--- config.mk ---
export PLATFORM = sky130hd
export DESIGN_NAME = bin2bcd_seq_decoder
export DESIGN_NICKNAME = d
export VERILOG_FILES = /design/src/rtl/bcd_pkg.sv /design/src/rtl/seg7_digit.sv /design/src/rtl/bin2bcd_seq_decoder.sv
export SDC_FILE = /design/constraint.sdc
export NUM_CORES = 1
export LEC_CHECK = 0
export CAP_MARGIN = 20
export CORE_MARGIN = 3
export CORE_UTILIZATION = 37
export DETAILED_ROUTE_END_ITERATION = 6
export PLACE_DENSITY = 0.71
export SLEW_MARGIN = 20
export SYNTH_ARGS = -nofsm -noshare
export SYNTH_HDL_FRONTEND = slang
export SYNTH_HIERARCHICAL = 1
export SYNTH_SLANG_ARGS = --single-unit
--- constraint.sdc ---
create_clock -name clk -period 1.5 [get_ports clk]
set_input_delay 0.375 -clock clk [delete_from_list [all_inputs] [get_ports clk]]
set_output_delay 0.375 -clock clk [all_outputs]
set_load 0.005 [all_outputs]
--- src/rtl/bcd_pkg.sv ---
// Shared types and helpers for the sequential binary-to-BCD converter and its
// 7-segment decoders.
package bcd_pkg;

    typedef enum logic {
        IDLE    = 1'b0,
        CONVERT = 1'b1
    } state_t;

    // Active-high segment patterns, bit order {g,f,e,d,c,b,a}
    localparam logic [6:0] SEG_0     = 7'h3F;
    localparam logic [6:0] SEG_1     = 7'h06;
    localparam logic [6:0] SEG_2     = 7'h5B;
    localparam logic [6:0] SEG_3     = 7'h4F;
    localparam logic [6:0] SEG_4     = 7'h66;
    localparam logic [6:0] SEG_5     = 7'h6D;
    localparam logic [6:0] SEG_6     = 7'h7D;
    localparam logic [6:0] SEG_7     = 7'h07;
    localparam logic [6:0] SEG_8     = 7'h7F;
    localparam logic [6:0] SEG_9     = 7'h6F;
    localparam logic [6:0] SEG_BLANK = 7'h00;
    localparam logic [6:0] SEG_DASH  = 7'h40;

    function automatic logic [3:0] add3_adjust(input logic [3:0] d);
        return (d >= 4'd5) ? d + 4'd3 : d;
    endfunction

endpackage

--- src/rtl/seg7_digit.sv ---
// One BCD digit to 7-segment pattern; codes above 9 show a dash so a corrupted
// digit is visible on the display instead of looking like a valid number.
module seg7_digit
    import bcd_pkg::*;
#(
    parameter bit ACTIVE_LOW = 1'b1
) (
    input  logic [3:0] bcd,
    input  logic       blank,
    output logic [6:0] seg
);

    logic [6:0] seg_hi;

    always_comb begin
        seg_hi = SEG_DASH;
        if (blank) begin
            seg_hi = SEG_BLANK;
        end else begin
            case (bcd)
                4'd0:    seg_hi = SEG_0;
                4'd1:    seg_hi = SEG_1;
                4'd2:    seg_hi = SEG_2;
                4'd3:    seg_hi = SEG_3;
                4'd4:    seg_hi = SEG_4;
                4'd5:    seg_hi = SEG_5;
                4'd6:    seg_hi = SEG_6;
                4'd7:    seg_hi = SEG_7;
                4'd8:    seg_hi = SEG_8;
                4'd9:    seg_hi = SEG_9;
                default: seg_hi = SEG_DASH;
            endcase
        end
    end

    assign seg = ACTIVE_LOW ? ~seg_hi : seg_hi;

endmodule

--- src/rtl/bin2bcd_seq_decoder.sv ---
// Double-dabble binary-to-BCD converter (one bit per clock) with a held result
// register and per-digit 7-segment decode, optional leading-zero blanking.
module bin2bcd_seq_decoder
    import bcd_pkg::*;
#(
    parameter int WIDTH          = 8,
    parameter int DIGITS         = 3,
    parameter bit SEG_ACTIVE_LOW = 1'b1,
    parameter bit BLANK_LZ       = 1'b0
) (
    input  logic                clk,
    input  logic                rst_n,
    input  logic                start,
    input  logic [WIDTH-1:0]    binary,
    output logic                busy,
    output logic                done,
    output logic [4*DIGITS-1:0] bcd,
    output logic [7*DIGITS-1:0] seg
);

    localparam int BW = 4 * DIGITS;
    localparam int CW = (WIDTH > 1) ? $clog2(WIDTH) : 1;

    if (64'(10) ** DIGITS < (64'(1) << WIDTH)) begin : g_range_check
        $fatal(1, "bin2bcd_seq_decoder: DIGITS too small for WIDTH");
    end

    // Handshake: start is sampled only while idle (busy=0) together with binary;
    // done pulses for one cycle when bcd/seg take the new result, and start may
    // be raised in that same cycle to begin the next conversion immediately.
    state_t          state, state_d;
    logic            busy_q, busy_d;
    logic            done_q, done_d;
    logic [BW-1:0]   bcd_q, bcd_d;
    logic [BW-1:0]   scratch_q, scratch_d;
    logic [WIDTH-1:0] shift_q, shift_d;
    logic [CW-1:0]   cnt_q, cnt_d;

    logic [BW-1:0]    adj;
    logic [BW-1:0]    scratch_sh;
    logic [WIDTH-1:0] shift_sh;

    always_ff @(posedge clk or negedge rst_n) begin
        if (!rst_n) begin
            state     <= IDLE;
            busy_q    <= 1'b0;
            done_q    <= 1'b0;
            bcd_q     <= '0;
            scratch_q <= '0;
            shift_q   <= '0;
            cnt_q     <= '0;
        end else begin
            state     <= state_d;
            busy_q    <= busy_d;
            done_q    <= done_d;
            bcd_q     <= bcd_d;
            scratch_q <= scratch_d;
            shift_q   <= shift_d;
            cnt_q     <= cnt_d;
        end
    end

    // Adjust every digit on its pre-shift value, then shift {scratch, shift} left.
    always_comb begin
        adj = '0;
        for (int i = 0; i < DIGITS; i++) begin
            adj[4*i +: 4] = add3_adjust(scratch_q[4*i +: 4]);
        end
        scratch_sh = {adj[BW-2:0], shift_q[WIDTH-1]};
        shift_sh   = shift_q << 1;
    end

    always_comb begin
        state_d   = state;
        busy_d    = busy_q;
        done_d    = 1'b0;
        bcd_d     = bcd_q;
        scratch_d = scratch_q;
        shift_d   = shift_q;
        cnt_d     = cnt_q;
        case (state)
            IDLE: begin
                if (start) begin
                    shift_d   = binary;
                    scratch_d = '0;
                    cnt_d     = CW'(WIDTH - 1);
                    busy_d    = 1'b1;
                    state_d   = CONVERT;
                end
            end
            CONVERT: begin
                scratch_d = scratch_sh;
                shift_d   = shift_sh;
                cnt_d     = cnt_q - CW'(1);
                if (cnt_q == '0) begin
                    cnt_d   = '0;
                    bcd_d   = scratch_sh;
                    done_d  = 1'b1;
                    busy_d  = 1'b0;
                    state_d = IDLE;
                end
            end
            default: state_d = IDLE;
        endcase
    end

    assign busy = busy_q;
    assign done = done_q;
    assign bcd  = bcd_q;

    // Digit i>0 blanks only when it and every digit above it are zero.
    logic [DIGITS-1:0] blank;
    logic              zero_above;

    always_comb begin
        blank      = '0;
        zero_above = 1'b1;
        for (int i = DIGITS - 1; i >= 1; i--) begin
            zero_above = zero_above & (bcd_q[4*i +: 4] == 4'd0);
            blank[i]   = BLANK_LZ & zero_above;
        end
    end

    for (genvar g = 0; g < DIGITS; g++) begin : g_digit
        seg7_digit #(
            .ACTIVE_LOW(SEG_ACTIVE_LOW)
        ) u_seg (
            .bcd  (bcd_q[4*g +: 4]),
            .blank(blank[g]),
            .seg  (seg[7*g +: 7])
        );
    end

endmodule

==> flow_metrics.py <==
metrics = {
    "drt": {
        "ant_nets": 0,
        "drt-wirelength-per-cell_um": 14.0,
        "wl_met1_mm": 2.92,
        "initialDrtViolationCount": 93,
        "vias_per_cell": 4.90,
        "highest_layer": "met4",
        "drc": 0,
        "wl_met3_um": 252,
        "met2_length_mm": 3.79,
        "wl_mm": 7.03,
        "dr.pass1.iters": 4,
        "vias": 2455,
    },
    "power_and_ir_drop": {
        "powerDensity_nw_per_um2": 2100,
        "p_total_w": 0.00888,
        "power.leakage_nw": 1.97,
        "vdd_ir_drop_max_uv": 816,
    },
    "setup_path": {
        "r2r_cells": 5,
        "critPathCaptureType": "primary output",
        "reg2reg_from": "scratch_q[0]",
        "critPathKind": "reg2out",
        "r2r_slack_ns": 0,
        "startpoint_type": "flop",
        "crit_arrival_ns": 1.67,
        "r2r-end": "scratch_q[2]",
        "required_ns": 1.12,
        "worst-path-max-fanout": 3,
    },
    "clock_network": {
        "htree_levels": 2,
        "insertion_delay_ns": 0.29,
        "root_buffer": "clkbuf_8",
        "clock-sinks": 38,
        "cts_tree": "yes",
        "clk_pin_slew_worst_paths_ns": 0.07,
        "cts_buffers": 5,
        "clk_path_buf_depth": 2,
    },
    "placement": {
        "io_buffers": 45,
        "gp_congestion": 0.837,
        "post-dp-hpwl_mm": 3.99,
        "dp.cells": 440,
        "post-place-ws_ns": -0.492,
    },
    "worst_hold_path": {
        "hold_end": "shift_q[4]",
        "min_path_type": "reg2reg",
        "hold_path_depth": 2,
        "min_from": "shift_q[3]",
    },
    "global_route": {
        "grt_pass1_vias": 2319,
        "grt_use_total": 0.166,
        "grt_max_degree": 20,
        "grt_pass1_wl_mm": 10.4,
        "grt_overflow": 0,
        "antenna_found_initial": 0,
    },
    "synth": {
        "synth.avg_cell_area_sq_um": 9.11,
        "synth_most_common_cell": "dfrtp_1",
        "ys_seq_elements": 38,
        "netlist_top_cells_count": "38 x dfrtp_1, 30 x nand2_1, 23 x o21ai_0",
        "synth_top_area_frac": 0.385,
        "ys_warn_count": 6,
        "yosysSeqAreaShare": 0.385,
        "synth_top_area_cell": "dfrtp_1",
        "ys_types": 38,
        "synth_enable_flop_cells": 0,
        "ys_async_sr_fraction": 1.00,
        "synthFlopType": "dfrtp_1",
        "postSynthCellCount": 271,
        "netlist_top_cells_area": "dfrtp_1 39%, ha_1 11%, o21ai_0 4.7%",
        "syn-cell-area_sq_um": 2470,
    },
    "die": {
        "top_level_ports": 46,
        "coreArea_sq_um": 6420,
        "chipHeight_um": 87.7,
        "initial_core_util": 0.385,
        "dieArea_sq_um": 7690,
        "die_w_um": 87.7,
        "rows": 29,
    },
    "cells_and_area": {
        "drive_above_1_share": 0.500,
        "area_delta_synth_final_pct": 71.5,
        "antenna_cells": 0,
        "final_cells": 501,
        "final_nets": 455,
    },
    "sta": {
        "setup_slack_ns": -0.549,
        "setup_viol": 26,
        "rsz0062_at_grt": "yes",
        "clock_skew_ns": 0.00616,
        "min_period_ns": 2.05,
        "finalCritPeriodShare": 1.37,
        "hold-worst-slack_ns": 0.490,
        "max_freq_mhz": 488,
        "tns_ns": -9.18,
        "slew_violations": 0,
        "hold_viol": 0,
    },
    "run_status": {
        "violations": "negative setup slack",
        "status": "finished, violations left",
    },
    "flow_run": {
        "maxCapViolations": 0,
    },
}
[metrics by stage]
step,util,instance area (sq um)
final,0.660,4240
after global routing,0.660,4240
after CTS,0.598,3840
after detailed placement,0.516,3310
after global placement,0.516,3310
after floorplan,-,2560
[kinds of logic (layout without fill, tap and decap cells)]
kind of cell               count (synthesis)  count (layout)  share of synthesized area
and+or+nand+nor                           86              86                      0.179
DFF                                       38              38                      0.385
xor gates and xnor gates                   3               3                     0.0106
muxes                                     13              13                     0.0578
adders and majority gates                 21              21                      0.106
buffers and inverters                     35             165                     0.0735
other                                      1              24                    0.00152
AOI/OAI and AO/OA                         74              74                      0.186
[layout make-up]
type / count / area [sq um]
Tap cell: 77 / 96.3
Multi-Input combinational cell: 221 / 1830
Clock buffer: 7 / 86.3
Clock inverter: 1 / 5.00
Fill cell: 459 / 2190
Timing Repair Buffer: 137 / 1180
Inverter: 20 / 80.1
Sequential cell: 38 / 960
[worst max-delay path: stages (launching register included)]
cell      delay [ns]
dfrtp_2         0.44
buf_6           0.13
or2b_1          0.26
a211oi_2        0.26
buf_4           0.14
nor2_1          0.03
buf_2           0.12
[per-layer routing]
| metal | up-vias | GRT usage |
|---|---|---|
| met5 | - | 0 |
| li1 | 1203 | - |
| met4 | 0 | 0.0474 |
| met3 | 7 | 0.0292 |
| met1 | 1185 | 0.205 |
| met2 | 60 | 0.297 |
[cells in the final DEF, fill, tap and decap left out, types with 3 or more instances in the layout]
| cell type | count |
|---|---|
| a211oi_2 | 3 |
| a21oi_1 | 9 |
| a21oi_2 | 6 |
| and4bb_2 | 3 |
| buf_12 | 3 |
| buf_2 | 23 |
| buf_4 | 55 |
| buf_6 | 37 |
| clkbuf_8 | 6 |
| clkdlybuf4s50_1 | 9 |
| conb_1 | 24 |
| dfrtp_1 | 31 |
| dfrtp_2 | 7 |
| dlygate4sd2_1 | 4 |
| ha_2 | 5 |
| ha_4 | 16 |
| inv_1 | 6 |
| inv_2 | 12 |
| mux2_4 | 4 |
| mux2i_1 | 9 |
| nand2_1 | 30 |
| nand2b_1 | 7 |
| nor2_1 | 16 |
| nor2_2 | 5 |
| nor3b_1 | 6 |
| o21a_1 | 3 |
| o21ai_0 | 20 |
| o21ai_1 | 5 |
| o21bai_1 | 7 |
| o22ai_1 | 7 |
| o22ai_2 | 8 |
| or2_1 | 3 |
| or2b_1 | 3 |
[flip-flops by register name, indices dropped and copies added, names as in the netlist]
| name | count |
|---|---|
| busy | 1 |
| scratch_q | 12 |
| cnt_q | 3 |
| bcd | 12 |
| state | 1 |
| done | 1 |
| shift_q | 8 |
[how the worst max path moves through the flow]
stage / startpoint / end / cells after the start
finish: bcd[5] / seg[10] / 6
global placement: bcd[0] / seg[3] / 5
floorplan: bcd[4] / seg[10] / 4
global route: bcd[5] / seg[10] / 7
CTS: bcd[1] / seg[3] / 7
detailed placement: bcd[0] / seg[3] / 5
[report_power, final]
| part | switching [W] | internal (W) |
|---|---|---|
| Clock | 0.000345 | 0.000371 |
| Combinational | 0.00270 | 0.00348 |
| Sequential | 0.000491 | 0.00149 |
| Total | 0.00354 | 0.00534 |
[timing repair]
item / CTS / global route
hold endpoints to repair: 13 / 0
cloned: 1 / 0
setup buffers: 37 / 21
hold buffers: 1 / 0
pin swaps: 33 / 30
setup endpoints to repair: 40 / 47
gates resized for setup: 180 / 72
Note: power is estimated with default switching activity, not from simulation.
